### src/rtl/io_pkg.sv
// Shared widths, tag constants and the IN-result extend rule for the I/O unit.
package io_pkg;
  localparam int IO_XLEN     = 32;
  localparam int IO_TAG_W    = 6;
  localparam int IO_DATA_W   = 8;
  localparam int IO_TAG_NONE = 0;

  typedef enum logic {IO_OP_OUT = 1'b0, IO_OP_IN = 1'b1} io_op_e;

  // Widen a dw-bit byte (already zero-padded in raw) to IO_XLEN bits.
  function automatic logic [IO_XLEN-1:0] io_extend(input logic [IO_XLEN-1:0] raw,
                                                   input int unsigned dw, input bit sx);
    logic [IO_XLEN-1:0] m_hi;
    logic               neg;
    m_hi = '1;
    m_hi = m_hi << dw;
    neg  = sx && ((raw & (IO_XLEN'(1) << (dw - 1))) != '0);
    return neg ? (raw | m_hi) : (raw & ~m_hi);
  endfunction
endpackage

### src/rtl/io_fifo_unit_if.sv
// Issue/writeback/serial handshake bundle for io_fifo_unit.
interface io_fifo_unit_if #(
  parameter int XLEN      = 32,
  parameter int TAG_W     = 6,
  parameter int DATA_W    = 8,
  parameter int IN_DEPTH  = 4,
  parameter int OUT_DEPTH = 4
);
  logic                          op_vld;
  logic                          op_is_in;
  logic [TAG_W-1:0]              op_dd;
  logic [XLEN-1:0]               op_ds_val;
  logic                          op_rdy;
  logic                          flush;
  logic [TAG_W-1:0]              wb_addr;
  logic [XLEN-1:0]               wb_val;
  logic [$clog2(IN_DEPTH):0]     rx_count;
  logic [$clog2(OUT_DEPTH):0]    tx_count;
  logic [DATA_W-1:0]             io_in_data;
  logic                          io_in_vld;
  logic                          io_in_rdy;
  logic [DATA_W-1:0]             io_out_data;
  logic                          io_out_vld;
  logic                          io_out_rdy;

  modport slave (
    input  op_vld, op_is_in, op_dd, op_ds_val, flush, io_in_data, io_in_vld, io_out_rdy,
    output op_rdy, wb_addr, wb_val, rx_count, tx_count, io_in_rdy, io_out_data, io_out_vld
  );
  modport master (
    output op_vld, op_is_in, op_dd, op_ds_val, flush, io_in_data, io_in_vld, io_out_rdy,
    input  op_rdy, wb_addr, wb_val, rx_count, tx_count, io_in_rdy, io_out_data, io_out_vld
  );
endinterface

### src/rtl/io_sync_fifo.sv
// Small synchronous FIFO; push and pop may both happen in one cycle at any count.
// The caller guarantees no push when full and no pop when empty.
module io_sync_fifo #(
  parameter int W     = 8,
  parameter int DEPTH = 4
) (
  input  logic                     clk,
  input  logic                     rstn,
  input  logic                     i_clear,
  input  logic                     i_push,
  input  logic [W-1:0]             i_push_data,
  input  logic                     i_pop,
  output logic [W-1:0]             o_head,
  output logic [$clog2(DEPTH):0]   o_count,
  output logic                     o_full,
  output logic                     o_empty
);
  localparam int AW = $clog2(DEPTH);

  logic [W-1:0]  r_mem [DEPTH];
  logic [AW-1:0] r_wptr, r_rptr;
  logic [AW:0]   r_count;

  // Pointers wrap naturally (DEPTH is a power of two); clear drops everything.
  always_ff @(posedge clk) begin
    if (!rstn || i_clear) begin
      r_wptr  <= '0;
      r_rptr  <= '0;
      r_count <= '0;
    end else begin
      if (i_push) r_wptr <= r_wptr + AW'(1);
      if (i_pop)  r_rptr <= r_rptr + AW'(1);
      case ({i_push, i_pop})
        2'b10:   r_count <= r_count + (AW+1)'(1);
        2'b01:   r_count <= r_count - (AW+1)'(1);
        default: r_count <= r_count;
      endcase
    end
  end

  // Storage has no reset: stale entries are never visible because head is masked when empty.
  always_ff @(posedge clk) begin
    if (rstn && !i_clear && i_push) r_mem[r_wptr] <= i_push_data;
  end

  assign o_empty = (r_count == '0);
  assign o_full  = (r_count == (AW+1)'(DEPTH));
  assign o_count = r_count;
  assign o_head  = o_empty ? '0 : r_mem[r_rptr];
endmodule

### src/rtl/io_fifo_unit.sv
// Buffered IN/OUT unit: OUT ops queue bytes to the transmitter, IN ops pop bytes
// prefetched from the receiver and write them back one cycle later.
module io_fifo_unit
  import io_pkg::*;
#(
  parameter int XLEN        = IO_XLEN,
  parameter int TAG_W       = IO_TAG_W,
  parameter int DATA_W      = IO_DATA_W,
  parameter int IN_DEPTH    = 4,
  parameter int OUT_DEPTH   = 4,
  parameter int SIGN_EXT_IN = 0
) (
  input  logic          clk,
  input  logic          rstn,
  io_fifo_unit_if.slave bus
);
  io_op_e            w_op;
  logic              w_acc, w_in_pop, w_tx_push, w_tx_pop, w_rx_push;
  logic              w_rx_full, w_rx_empty, w_tx_full, w_tx_empty;
  logic [DATA_W-1:0] w_rx_head, w_tx_head;
  logic [TAG_W-1:0]  r_wb_addr;
  logic [XLEN-1:0]   r_wb_val;

  assign w_op = bus.op_is_in ? IO_OP_IN : IO_OP_OUT;

  // Ready looks only at start-of-cycle occupancy, so no same-cycle bypass exists.
  assign bus.op_rdy = !bus.flush && ((w_op == IO_OP_IN) ? !w_rx_empty : !w_tx_full);
  assign w_acc      = bus.op_vld && bus.op_rdy;
  assign w_in_pop   = w_acc && (w_op == IO_OP_IN);
  assign w_tx_push  = w_acc && (w_op == IO_OP_OUT);

  assign bus.io_in_rdy   = !w_rx_full && !bus.flush;
  assign w_rx_push       = bus.io_in_vld && bus.io_in_rdy;
  assign bus.io_out_vld  = !w_tx_empty;
  assign bus.io_out_data = w_tx_head;
  assign w_tx_pop        = bus.io_out_vld && bus.io_out_rdy && !bus.flush;

  io_sync_fifo #(.W(DATA_W), .DEPTH(IN_DEPTH)) u_rx (
    .clk, .rstn, .i_clear(bus.flush),
    .i_push(w_rx_push), .i_push_data(bus.io_in_data), .i_pop(w_in_pop),
    .o_head(w_rx_head), .o_count(bus.rx_count), .o_full(w_rx_full), .o_empty(w_rx_empty)
  );

  io_sync_fifo #(.W(DATA_W), .DEPTH(OUT_DEPTH)) u_tx (
    .clk, .rstn, .i_clear(bus.flush),
    .i_push(w_tx_push), .i_push_data(bus.op_ds_val[DATA_W-1:0]), .i_pop(w_tx_pop),
    .o_head(w_tx_head), .o_count(bus.tx_count), .o_full(w_tx_full), .o_empty(w_tx_empty)
  );

  // Writeback: tag pulses for one cycle after an accepted IN; value holds otherwise.
  always_ff @(posedge clk) begin
    if (!rstn) begin
      r_wb_addr <= TAG_W'(IO_TAG_NONE);
      r_wb_val  <= '0;
    end else if (w_in_pop) begin
      r_wb_addr <= bus.op_dd;
      r_wb_val  <= XLEN'(io_extend(IO_XLEN'(w_rx_head), DATA_W, SIGN_EXT_IN != 0));
    end else begin
      r_wb_addr <= TAG_W'(IO_TAG_NONE);
    end
  end

  assign bus.wb_addr = r_wb_addr;
  assign bus.wb_val  = r_wb_val;

  // Only the low byte of the source operand is transmitted.
  generate
    if (XLEN > DATA_W) begin : g_hi
      logic w_unused_hi;
      assign w_unused_hi = ^bus.op_ds_val[XLEN-1:DATA_W];
    end
  endgenerate
endmodule

### src/flat_wrapper.sv
// flat-port wrapper written by rule: the top's interface ports become plain ports
module io_fifo_unit_flat import io_pkg::*;
#(
  parameter int XLEN        = IO_XLEN,
  parameter int TAG_W       = IO_TAG_W,
  parameter int DATA_W      = IO_DATA_W,
  parameter int IN_DEPTH    = 4,
  parameter int OUT_DEPTH   = 4,
  parameter int SIGN_EXT_IN = 0
)
  (clk, rstn, bus_op_vld, bus_op_is_in, bus_op_dd, bus_op_ds_val, bus_flush, bus_io_in_data, bus_io_in_vld, bus_io_out_rdy, bus_op_rdy, bus_wb_addr, bus_wb_val, bus_rx_count, bus_tx_count, bus_io_in_rdy, bus_io_out_data, bus_io_out_vld);
  io_fifo_unit_if #(.XLEN(XLEN), .TAG_W(TAG_W), .DATA_W(DATA_W), .IN_DEPTH(IN_DEPTH), .OUT_DEPTH(OUT_DEPTH)) bus_i ();
  input  logic clk;
  input  logic rstn;
  input wire logic [$bits(bus_i.op_vld)-1:0] bus_op_vld;
  input wire logic [$bits(bus_i.op_is_in)-1:0] bus_op_is_in;
  input wire logic [$bits(bus_i.op_dd)-1:0] bus_op_dd;
  input wire logic [$bits(bus_i.op_ds_val)-1:0] bus_op_ds_val;
  input wire logic [$bits(bus_i.flush)-1:0] bus_flush;
  input wire logic [$bits(bus_i.io_in_data)-1:0] bus_io_in_data;
  input wire logic [$bits(bus_i.io_in_vld)-1:0] bus_io_in_vld;
  input wire logic [$bits(bus_i.io_out_rdy)-1:0] bus_io_out_rdy;
  output wire logic [$bits(bus_i.op_rdy)-1:0] bus_op_rdy;
  output wire logic [$bits(bus_i.wb_addr)-1:0] bus_wb_addr;
  output wire logic [$bits(bus_i.wb_val)-1:0] bus_wb_val;
  output wire logic [$bits(bus_i.rx_count)-1:0] bus_rx_count;
  output wire logic [$bits(bus_i.tx_count)-1:0] bus_tx_count;
  output wire logic [$bits(bus_i.io_in_rdy)-1:0] bus_io_in_rdy;
  output wire logic [$bits(bus_i.io_out_data)-1:0] bus_io_out_data;
  output wire logic [$bits(bus_i.io_out_vld)-1:0] bus_io_out_vld;
  assign bus_i.op_vld = bus_op_vld;
  assign bus_i.op_is_in = bus_op_is_in;
  assign bus_i.op_dd = bus_op_dd;
  assign bus_i.op_ds_val = bus_op_ds_val;
  assign bus_i.flush = bus_flush;
  assign bus_i.io_in_data = bus_io_in_data;
  assign bus_i.io_in_vld = bus_io_in_vld;
  assign bus_i.io_out_rdy = bus_io_out_rdy;
  assign bus_op_rdy = bus_i.op_rdy;
  assign bus_wb_addr = bus_i.wb_addr;
  assign bus_wb_val = bus_i.wb_val;
  assign bus_rx_count = bus_i.rx_count;
  assign bus_tx_count = bus_i.tx_count;
  assign bus_io_in_rdy = bus_i.io_in_rdy;
  assign bus_io_out_data = bus_i.io_out_data;
  assign bus_io_out_vld = bus_i.io_out_vld;
  io_fifo_unit #(.XLEN(XLEN), .TAG_W(TAG_W), .DATA_W(DATA_W), .IN_DEPTH(IN_DEPTH), .OUT_DEPTH(OUT_DEPTH), .SIGN_EXT_IN(SIGN_EXT_IN)) u_core (.clk(clk), .rstn(rstn), .bus(bus_i));
endmodule
### config.mk
export PLATFORM = sky130hd
export DESIGN_NAME = io_fifo_unit_flat
export DESIGN_NICKNAME = d
export VERILOG_FILES = /design/src/rtl/io_pkg.sv /design/src/rtl/io_fifo_unit_if.sv /design/src/rtl/io_sync_fifo.sv /design/src/rtl/io_fifo_unit.sv /design/src/flat_wrapper.sv
export SDC_FILE = /design/constraint.sdc
export NUM_CORES = 1
export LEC_CHECK = 0
export ABC_AREA = 1
export ABC_CLOCK_PERIOD_IN_PS = 3800
export CAP_MARGIN = 25
export CORE_MARGIN = 2
export CORE_UTILIZATION = 52
export CTS_CLUSTER_SIZE = 14
export DETAILED_ROUTE_END_ITERATION = 12
export GPL_TIMING_DRIVEN = 0
export PLACE_DENSITY_LB_ADDON = 0.05
export SLEW_MARGIN = 40
export SYNTH_ARGS = -nofsm -noshare
export SYNTH_HDL_FRONTEND = slang
export SYNTH_SLANG_ARGS = --single-unit
### constraint.sdc
create_clock -name clk -period 3.8 [get_ports clk]
set_input_delay 0.76 -clock clk [delete_from_list [all_inputs] [get_ports clk]]
set_output_delay 0.76 -clock clk [all_outputs]
set_load 0.05 [all_outputs]
=== After elaboration in Yosys (flattened, before gate mapping) ===
Memories as Yosys holds them, arrays and structs flattened. A register that Yosys moved wholly into a read port is not among the register bits.
Index checks and enable logic that the tools add are counted.

* Add/sub/neg operators: 8
* $mul: 0
* Div/mod/pow operators: 0
* Magnitude comparators: 0
* Eq/ne operators: 6
* Shifts and indexed selects: 0
* Multiplexer cells: 11
* Bitwise operators: 1
* Reductions and logical operators: 24

{| class="wikitable"
|+ Operators by type and width
! operator !! count
|-
| $pmux W3 S2 || 2
|-
| $logic_and A1 B1 Y1 || 11
|-
| $add A2 B1 Y2 const B || 4
|-
| $mux W8 || 1
|-
| $logic_not A1 Y1 || 7
|-
| $add A3 B1 Y3 const B || 2
|-
| $eq A3 B3 Y1 const B || 2
|-
| $logic_not A3 Y1 || 2
|-
| $mux W1 || 6
|-
| $sub A3 B1 Y3 const B || 2
|-
| $eq A2 B1 Y1 const B || 2
|-
| $eq A2 B2 Y1 const B || 2
|-
| $mux W2 || 2
|-
| $reduce_bool A2 Y1 || 2
|-
| $reduce_and A2 Y1 || 1
|-
| $logic_or A1 B1 Y1 || 1
|-
| $not A1 Y1 || 1
|}

* Flip-flop bits (word level): 20
* Latch bits: 0
* Memory bits (writable): 64
* Bits in read-only memories: 0
* Input port bits: 53
* Output and inout bits: 55
* Word-level logic and storage cells: 59
* Memories: 2

{| class="wikitable"
|+ Memory list
! memory !! words !! bits a word !! read ports !! clocked after memory_dff !! write ports !! line !! text
|-
| u_core.u_rx.r_mem || 4 || 8 || 1 || 1 || 1 || io_sync_fifo.sv:20 || <nowiki>logic [W-1:0] r_mem [DEPTH];</nowiki>
|-
| u_core.u_tx.r_mem || 4 || 8 || 1 || 1 || 1 || io_sync_fifo.sv:20 ||
|}

=== Logic depth before layout (Yosys ltp) ===
Gate-level depths: netlist of run 1.

* Depth in word-level cells: 9
* Depth in mapped cells: 13
* Depth with buffers taken out: 13

=== Modules after synthesis ===
A second synthesis of run 1 with hierarchy kept.

* Cell total of the unflattened synthesis: 436
* Area, all modules: 4350.4 um2

{| class="wikitable"
|+ Modules (own cells, without submodules)
! module !! instances !! cells each !! area an instance (um2) !! seq. area each (um2)
|-
| io_sync_fifo (u_core.u_rx) || 1 || 162 || 1754.2 || 1141.1
|-
| io_sync_fifo (u_core.u_tx) || 1 || 162 || 1750.4 || 1141.1
|-
| io_fifo_unit || 1 || 112 || 845.8 || 280.3
|}

=== Worst setup path after synthesis of run 1 ===
Ideal clock, no wire load.

* Kind: register to output
* Start: register u_core.u_tx.r_count[2] (netlist: u_core.u_tx.o_count[2])
* End: output bus_io_out_data[0]
* Arrival: 2184 ps
* Required time: 3040 ps
* Path slack: 856 ps
* Cell stages (with the launch flop): 5
* Path through: dfxtp_1 -> inv_1 -> nand2_1 -> inv_1 -> a21oi_1

* Longest elaborated chain between the ends: 2

{| class="wikitable"
|+ Ends and longest elaborated chain
! element !! line !! text
|-
| start: declaration || io_sync_fifo.sv:22 || <nowiki>logic [AW:0] r_count;</nowiki>
|-
| start signal: assignment || io_sync_fifo.sv:34 || <nowiki>2'b10: r_count <= r_count + (AW+1)'(1);</nowiki>
|-
| start signal: assignment || io_sync_fifo.sv:35 || <nowiki>2'b01: r_count <= r_count - (AW+1)'(1);</nowiki>
|-
| start signal: assignment || io_sync_fifo.sv:36 || <nowiki>default: r_count <= r_count;</nowiki>
|-
| $logic_not A3 Y1 || io_sync_fifo.sv:46 || <nowiki>assign o_empty = (r_count == '0);</nowiki>
|-
| $mux W8 || io_sync_fifo.sv:49 || <nowiki>assign o_head = o_empty ? '0 : r_mem[r_rptr];</nowiki>
|-
| end: declaration || flat_wrapper.sv:29 || <nowiki>output wire logic [$bits(bus_i.io_out_data)-1:0] bus_io_out_data;</nowiki>
|}

Every way passes these cells.

=== Final worst setup path of run 1 ===
* Start: input bus_op_is_in
* End: output bus_op_rdy

* Longest elaborated chain between the ends: 3

{| class="wikitable"
|+ Ends and longest elaborated chain
! element !! line !! text
|-
| start: declaration || flat_wrapper.sv:16 || <nowiki>input wire logic [$bits(bus_i.op_is_in)-1:0] bus_op_is_in;</nowiki>
|-
| $mux W1 || io_fifo_unit.sv:24 || <nowiki>assign w_op = bus.op_is_in ? IO_OP_IN : IO_OP_OUT;</nowiki>
|-
| $mux W1 || io_fifo_unit.sv:27 || <nowiki>assign bus.op_rdy = !bus.flush && ((w_op == IO_OP_IN) ? !w_rx_empty : !w_tx_full);</nowiki>
|-
| $logic_and A1 B1 Y1 || io_fifo_unit.sv:27 ||
|-
| end: declaration || flat_wrapper.sv:23 || <nowiki>output wire logic [$bits(bus_i.op_rdy)-1:0] bus_op_rdy;</nowiki>
|}

Every way passes these cells.

==> qor.yml, run 1 <==
status: "complete, no violations"
die_w_um: 92.06
setup_viol: 0
hold_violations: 0
avgViaCountPerCell: 4.747
via_count: 2801
required_ns: 3.04
clock_sinks: 94
worstPathCellList: "clkdlybuf4s50_1 > nor2_1 > nand2_1 > nand2_1 > nor2_1 > clkdlybuf4s50_1"
power.density_nw_per_um2: 414.0
cts_buffers: 9
ys_seq_area_share_pct: 62.55
layout_setup_ws_ns: 0.4048
cts_tree: "done"
grt_max_degree: 17
cts_resized: 0
min_period_ns: 3.395
final_antenna_net_count: 0
dp_hpwl_um: 5641
worstPathMaxFanout: 6
drtPass1Iterations: 4
p_total_mw: 2.106
dp_slack_ns: 0.4065
ctsRootBufferMaster: "clkbuf_8"
dp_cells: 574
grt_pass1_wl_um: 12880
cp_slowest_cell: "clkdlybuf4s50_1"
power.leakage_nw: 1.947
antenna_cells: 0
finalWeightedCongestion: 0.8143
grt_pass1_vias: 2774
fillers: 631
drt_iter0_markers: 160
maxCapViolations: 0
max_freq_mhz: 294.5
crit_type: "input pin to primary output"
drv_slew: 0
finClkSkew_ns: 0.01325
post_cts_buffers: 0
rows: 32
antenna_found_initial: 0
routed_wl_um: 7995
port_buffers: 59
synth_cell_types: 24
crit_arrival_ns: 2.64
synth_cells: 390
yosys_warnings: 0
setup.worst_path.end_class: "primary output"
layout_commonest_cell: "nor2_1"
track_usage_pct: 19.82
cts_buffer_depth: 2
start_util_pct: 53.01
dieArea_um2: 8475
hp-class: "flip-flop to flip-flop"
finalSetupTns_ns: 0
die_h_um: 92.06
rsz0062_at_grt: "false"
insertion_delay_ns: 0.35
wl_per_cell_um: 13.55
cts_max_level: 3
area_growth_pct: 26.16
placed_area_um2: 4837
hold_buffers: 0
worst_slew_pin_slew_ns: 0.7995
coreArea_um2: 7607
final_cell_mix: "nor2_1 (82), edfxtp_1 (64), clkdlybuf4s50_1 (59)"
cp_num_buf_inv: 2
overflow: 0
syn_area_um2: 4033
fin_cells: 590
nets: 548
ir_drop_mv: 0.3738
post-route-period-util_pct: 89.35
cp-start-kind: "input pin"
fin_area_um2: 5087
ys_ff_latch: 94
cp_top_family: "buffers and inverters"
drc_errors: 0
cts.clk_slew.worst_paths_ns: 0.10
relSlewSlack_pct: 46.50
pin_count: 108
synth_area_per_cell_um2: 10.34
slowest_delay_ns: 0.85
drive_above_1_share_pct: 13.11
## power by group
part,switching [mW],internal (mW),total [mW]
clock network,0.345,0.442,0.787
registers,0.00510,1.10,1.11
logic,0.140,0.0738,0.214
## metal layers
layer / wire [um] / up-vias / GRT usage [%]
li1: - / 1425 / -
met1: 3667 / 1279 / 25.97
met2: 3699 / 88 / 32.17
met3: 516 / 9 / 5.012
met4: 112 / 0 / 7.090
met5: 0 / - / 0
## cell type report
class	count	area [um^2]	share of cell area [%]
clock buffer	10	127.6	2.509
buffer	35	267.8	5.263
timing repair buffer	59	590.6	11.61
sequential	94	2522	49.58
multi-input combinational	241	1174	23.07
tap	102	127.6	2.509
inverter	43	162.7	3.197
clock inverter	6	115.1	2.263
## path summary, 6_finish.rpt
check                               from                     end  slack (ns)  depth (start not counted)
setup / recovery            bus_op_is_in              bus_op_rdy        0.40                          6
hold / removal      u_core.bus.wb_val[6]    u_core.bus.wb_val[6]        0.47                          2
hold reg to reg     u_core.bus.wb_val[6]    u_core.bus.wb_val[6]        0.47                          2
setup reg to reg  u_core.u_rx.o_count[2]  u_core.u_rx.o_count[2]        1.66                         11
## metrics by stage
step,hold slack (ns),util (%)
2_1_floorplan,0.4329,-
3_3_place_gp,0.4504,63.59
3_5_place_dp,0.4525,63.59
4_1_cts,0.4671,66.78
5_1_grt,0.4802,66.88
6_report,0.4668,66.88
## synth_stat cells, drive strengths merged
cell | n | area (um^2)
dfxtp | 30 | 600.6
o21ai | 52 | 260.3
a21oi | 28 | 143.9
conb | 1 | 3.750
nand3 | 3 | 15.01
nor2 | 88 | 342.8
nand4 | 4 | 31.28
clkinv | 1 | 5.000
fa | 2 | 40.04
inv | 42 | 157.6
clkbuf | 1 | 5.000
nand2 | 30 | 117.6
ha | 10 | 125.1
buf | 34 | 262.7
edfxtp | 64 | 1922
## tightest hold or removal path, stage by stage (launching register included)
cell	delay, ns
dfxtp_1	0.32
nand2_1	0.06
a21oi_1	0.05
## logic make-up after synthesis
kind of cell	Yosys count	synth area share, %
DFF	94	62.55
adders and majority gates	12	4.096
buffers and inverters	78	10.67
AOI/OAI and AO/OA	80	10.02
other	1	0.09299
and+or+nand+nor	125	12.57
## state kept, by name, summed over array words and instances (netlist names), named ones only
signal	cells
u_core.u_rx.r_wptr	2
u_core.u_tx.r_mem	32
u_core.u_rx.o_count	3
u_core.u_tx.r_wptr	2
u_core.bus.wb_val	8
u_core.bus.wb_addr	6
u_core.u_tx.r_rptr	2
u_core.u_rx.r_rptr	2
u_core.u_rx.r_mem	32
u_core.u_tx.o_count	3
Note: power is estimated with default switching activity, not from simulation.
==> run 2, diff against run 1 <==
--- a/config.mk
+++ b/config.mk
@@ -10,10 +10,11 @@
 export CAP_MARGIN = 25
 export CORE_MARGIN = 2
 export CORE_UTILIZATION = 52
-export CTS_CLUSTER_SIZE = 14
+export CTS_CLUSTER_SIZE = 8
 export DETAILED_ROUTE_END_ITERATION = 12
 export GPL_TIMING_DRIVEN = 0
 export PLACE_DENSITY_LB_ADDON = 0.05
+export RECOVER_POWER = 25
 export SLEW_MARGIN = 40
 export SYNTH_ARGS = -nofsm -noshare
 export SYNTH_HDL_FRONTEND = slang
==> qor.yml, run 2 (synthesized netlist as in run 1, its figures left out) <==
status: "complete, no violations"
met2_length_um: 3694  # -0.14%
wl_met1_um: 3656  # -0.30%
share_seq_of_total_power_pct: 52.5  # about the same
post-route-period-util_pct: 89.35  # unchanged
rsz0062_at_grt: "false"
placed_area_um2: 4837  # unchanged
cp_top_family: "buffers and inverters"
drt_iter0_markers: 160  # unchanged
avgViaCountPerCell: 4.751  # about the same
crit_arrival_ns: 2.64  # about the same
cts.clk_slew.worst_paths_ns: 0.10  # about the same
die_h_um: 92.06  # unchanged
hold_violations: 0  # unchanged
grt_max_degree: 17  # unchanged
max_freq_mhz: 294.5  # unchanged
overflow: 0  # unchanged
p_switching_uw: 490.4  # about the same
dieArea_um2: 8475  # unchanged
cts_resized: 0  # unchanged
drtPass1Iterations: 4  # unchanged
power_frac_comb_pct: 10.0  # -0.2 points
min_period_ns: 3.395  # unchanged
drc_errors: 0  # unchanged
drv_slew: 0  # unchanged
via_count: 2803  # +0.071%
track_usage_pct: 19.82  # unchanged
whs_ns: 0.4668  # unchanged
cts_max_level: 3  # unchanged
final_antenna_net_count: 0  # unchanged
routed_wl_um: 7979  # -0.20%
coreArea_um2: 7607  # unchanged
hp-class: "flip-flop to flip-flop"
relSlewSlack_pct: 46.50  # unchanged
switching_share_pct: 23.31  # +0.030 points
area_growth_pct: 26.16  # unchanged
post_cts_buffers: 0  # unchanged
power.leakage_nw: 1.950  # +0.16%
drive_above_1_share_pct: 13.11  # unchanged
cp_slowest_cell: "clkdlybuf4s50_1"
dp_hpwl_um: 5641  # unchanged
wl_per_cell_um: 13.52  # -0.20%
grt_pass1_vias: 2774  # unchanged
grt_pass1_wl_um: 12880  # unchanged
setup_viol: 0  # unchanged
ir_drop_mv: 0.3738  # about the same
antenna_cells: 0  # unchanged
rows: 32  # unchanged
cp_num_buf_inv: 2  # unchanged
final_cell_mix: "nor2_1 (82), edfxtp_1 (64), clkdlybuf4s50_1 (47)"
cts_buffers: 9  # unchanged
ctsRootBufferMaster: "clkbuf_8"
fin_area_um2: 5087  # unchanged
finClkSkew_ns: 0.01325  # -0.0000003000 ns
die_w_um: 92.06  # unchanged
setup.worst_path.end_class: "primary output"
maxCapViolations: 0  # unchanged
pin_count: 108  # unchanged
cp-start-kind: "input pin"
top_layer: "met4"
hold_buffers: 0  # unchanged
start_util_pct: 53.01  # unchanged
worstPathCellList: "clkdlybuf4s50_1 > nor2_1 > nand2_1 > nand2_1 > nor2_1 > clkdlybuf4s50_1"
worstPathMaxFanout: 6  # unchanged
dr_wl_met3_um: 515  # -0.19%
crit_type: "input pin to primary output"
cts_tree: "done"
power.density_nw_per_um2: 413.5  # -0.12%
antenna_found_initial: 0  # unchanged
p_int_mw: 1.613  # -0.16%
cts_buffer_depth: 2  # unchanged
required_ns: 3.04  # about the same
finalSetupTns_ns: 0  # unchanged
layout_commonest_cell: "nor2_1"
port_buffers: 59  # unchanged
p_clk_share_pct: 37.4  # about the same
clock_sinks: 94  # unchanged
worst_slew_pin_slew_ns: 0.7995  # unchanged
nets: 548  # unchanged
finalWeightedCongestion: 0.8143  # unchanged
insertion_delay_ns: 0.35  # about the same
slowest_delay_ns: 0.85  # about the same
run 2: cell types whose count changed in the layout (fill, tap and decap cells not counted), sizes merged:
cell           change
clkdlybuf4s50     -12
dlygate4sd3       +12
run 2: layer usage:
metal / up-vias / track usage, %
met3: 9 / 5.012
li1: 1425 / -
met2: 88 / 32.17
met1: 1281 / 25.97
met5: - / 0
met4: 0 / 7.090
run 2: layout make-up:
cell class	instances	area [um^2]
plain buffers	35	267.8
clock buffers	10	127.6
clock inverters	6	115.1
fillers	631	2520
inverters	43	162.7
multi-input cells	241	1174
flip-flops and latches	94	2522
well taps	102	127.6
repair buffers	59	590.6
run 2: per-stage QoR:
stage               setup slack, ns  cells  utilization [%]  power [mW]
floorplan                    0.8558    413                -       1.273
global placement             0.4689    574            63.59       1.338
detailed placement           0.4065    574            63.59       1.341
CTS                          0.3974    590            66.78       2.118
global route                 0.2849    590            66.88       2.167
finish                       0.4048    590            66.88       2.104
run 2: worst reg2reg max path: cells and delay by family (launching register included):
kind,cells,cell delay (ns)
fa+ha+maj,2,0.55
compound gates,4,0.46
flops,1,0.38
buf+inv,3,0.37
simple gates,2,0.28
run 2: power groups by stage:
stage                     Combinational, mW  Clock, mW  Sequential, mW
after global routing                  0.227      0.834            1.11
final                                 0.211      0.787            1.11
after detailed placement              0.212          0            1.13
after CTS                             0.213      0.799            1.11
after floorplan                       0.129          0            1.14
after global placement                0.209          0            1.13
run 2: final timing paths:
path | from | to | slack [ns] | cells after the start
worst min-delay path | u_core.bus.wb_val[6] | u_core.bus.wb_val[6] | 0.47 | 2
worst max register to register | u_core.u_rx.o_count[2] | u_core.u_rx.o_count[2] | 1.66 | 11
worst min register to register | u_core.bus.wb_val[6] | u_core.bus.wb_val[6] | 0.47 | 2
worst max-delay path | bus_op_is_in | bus_op_rdy | 0.40 | 6
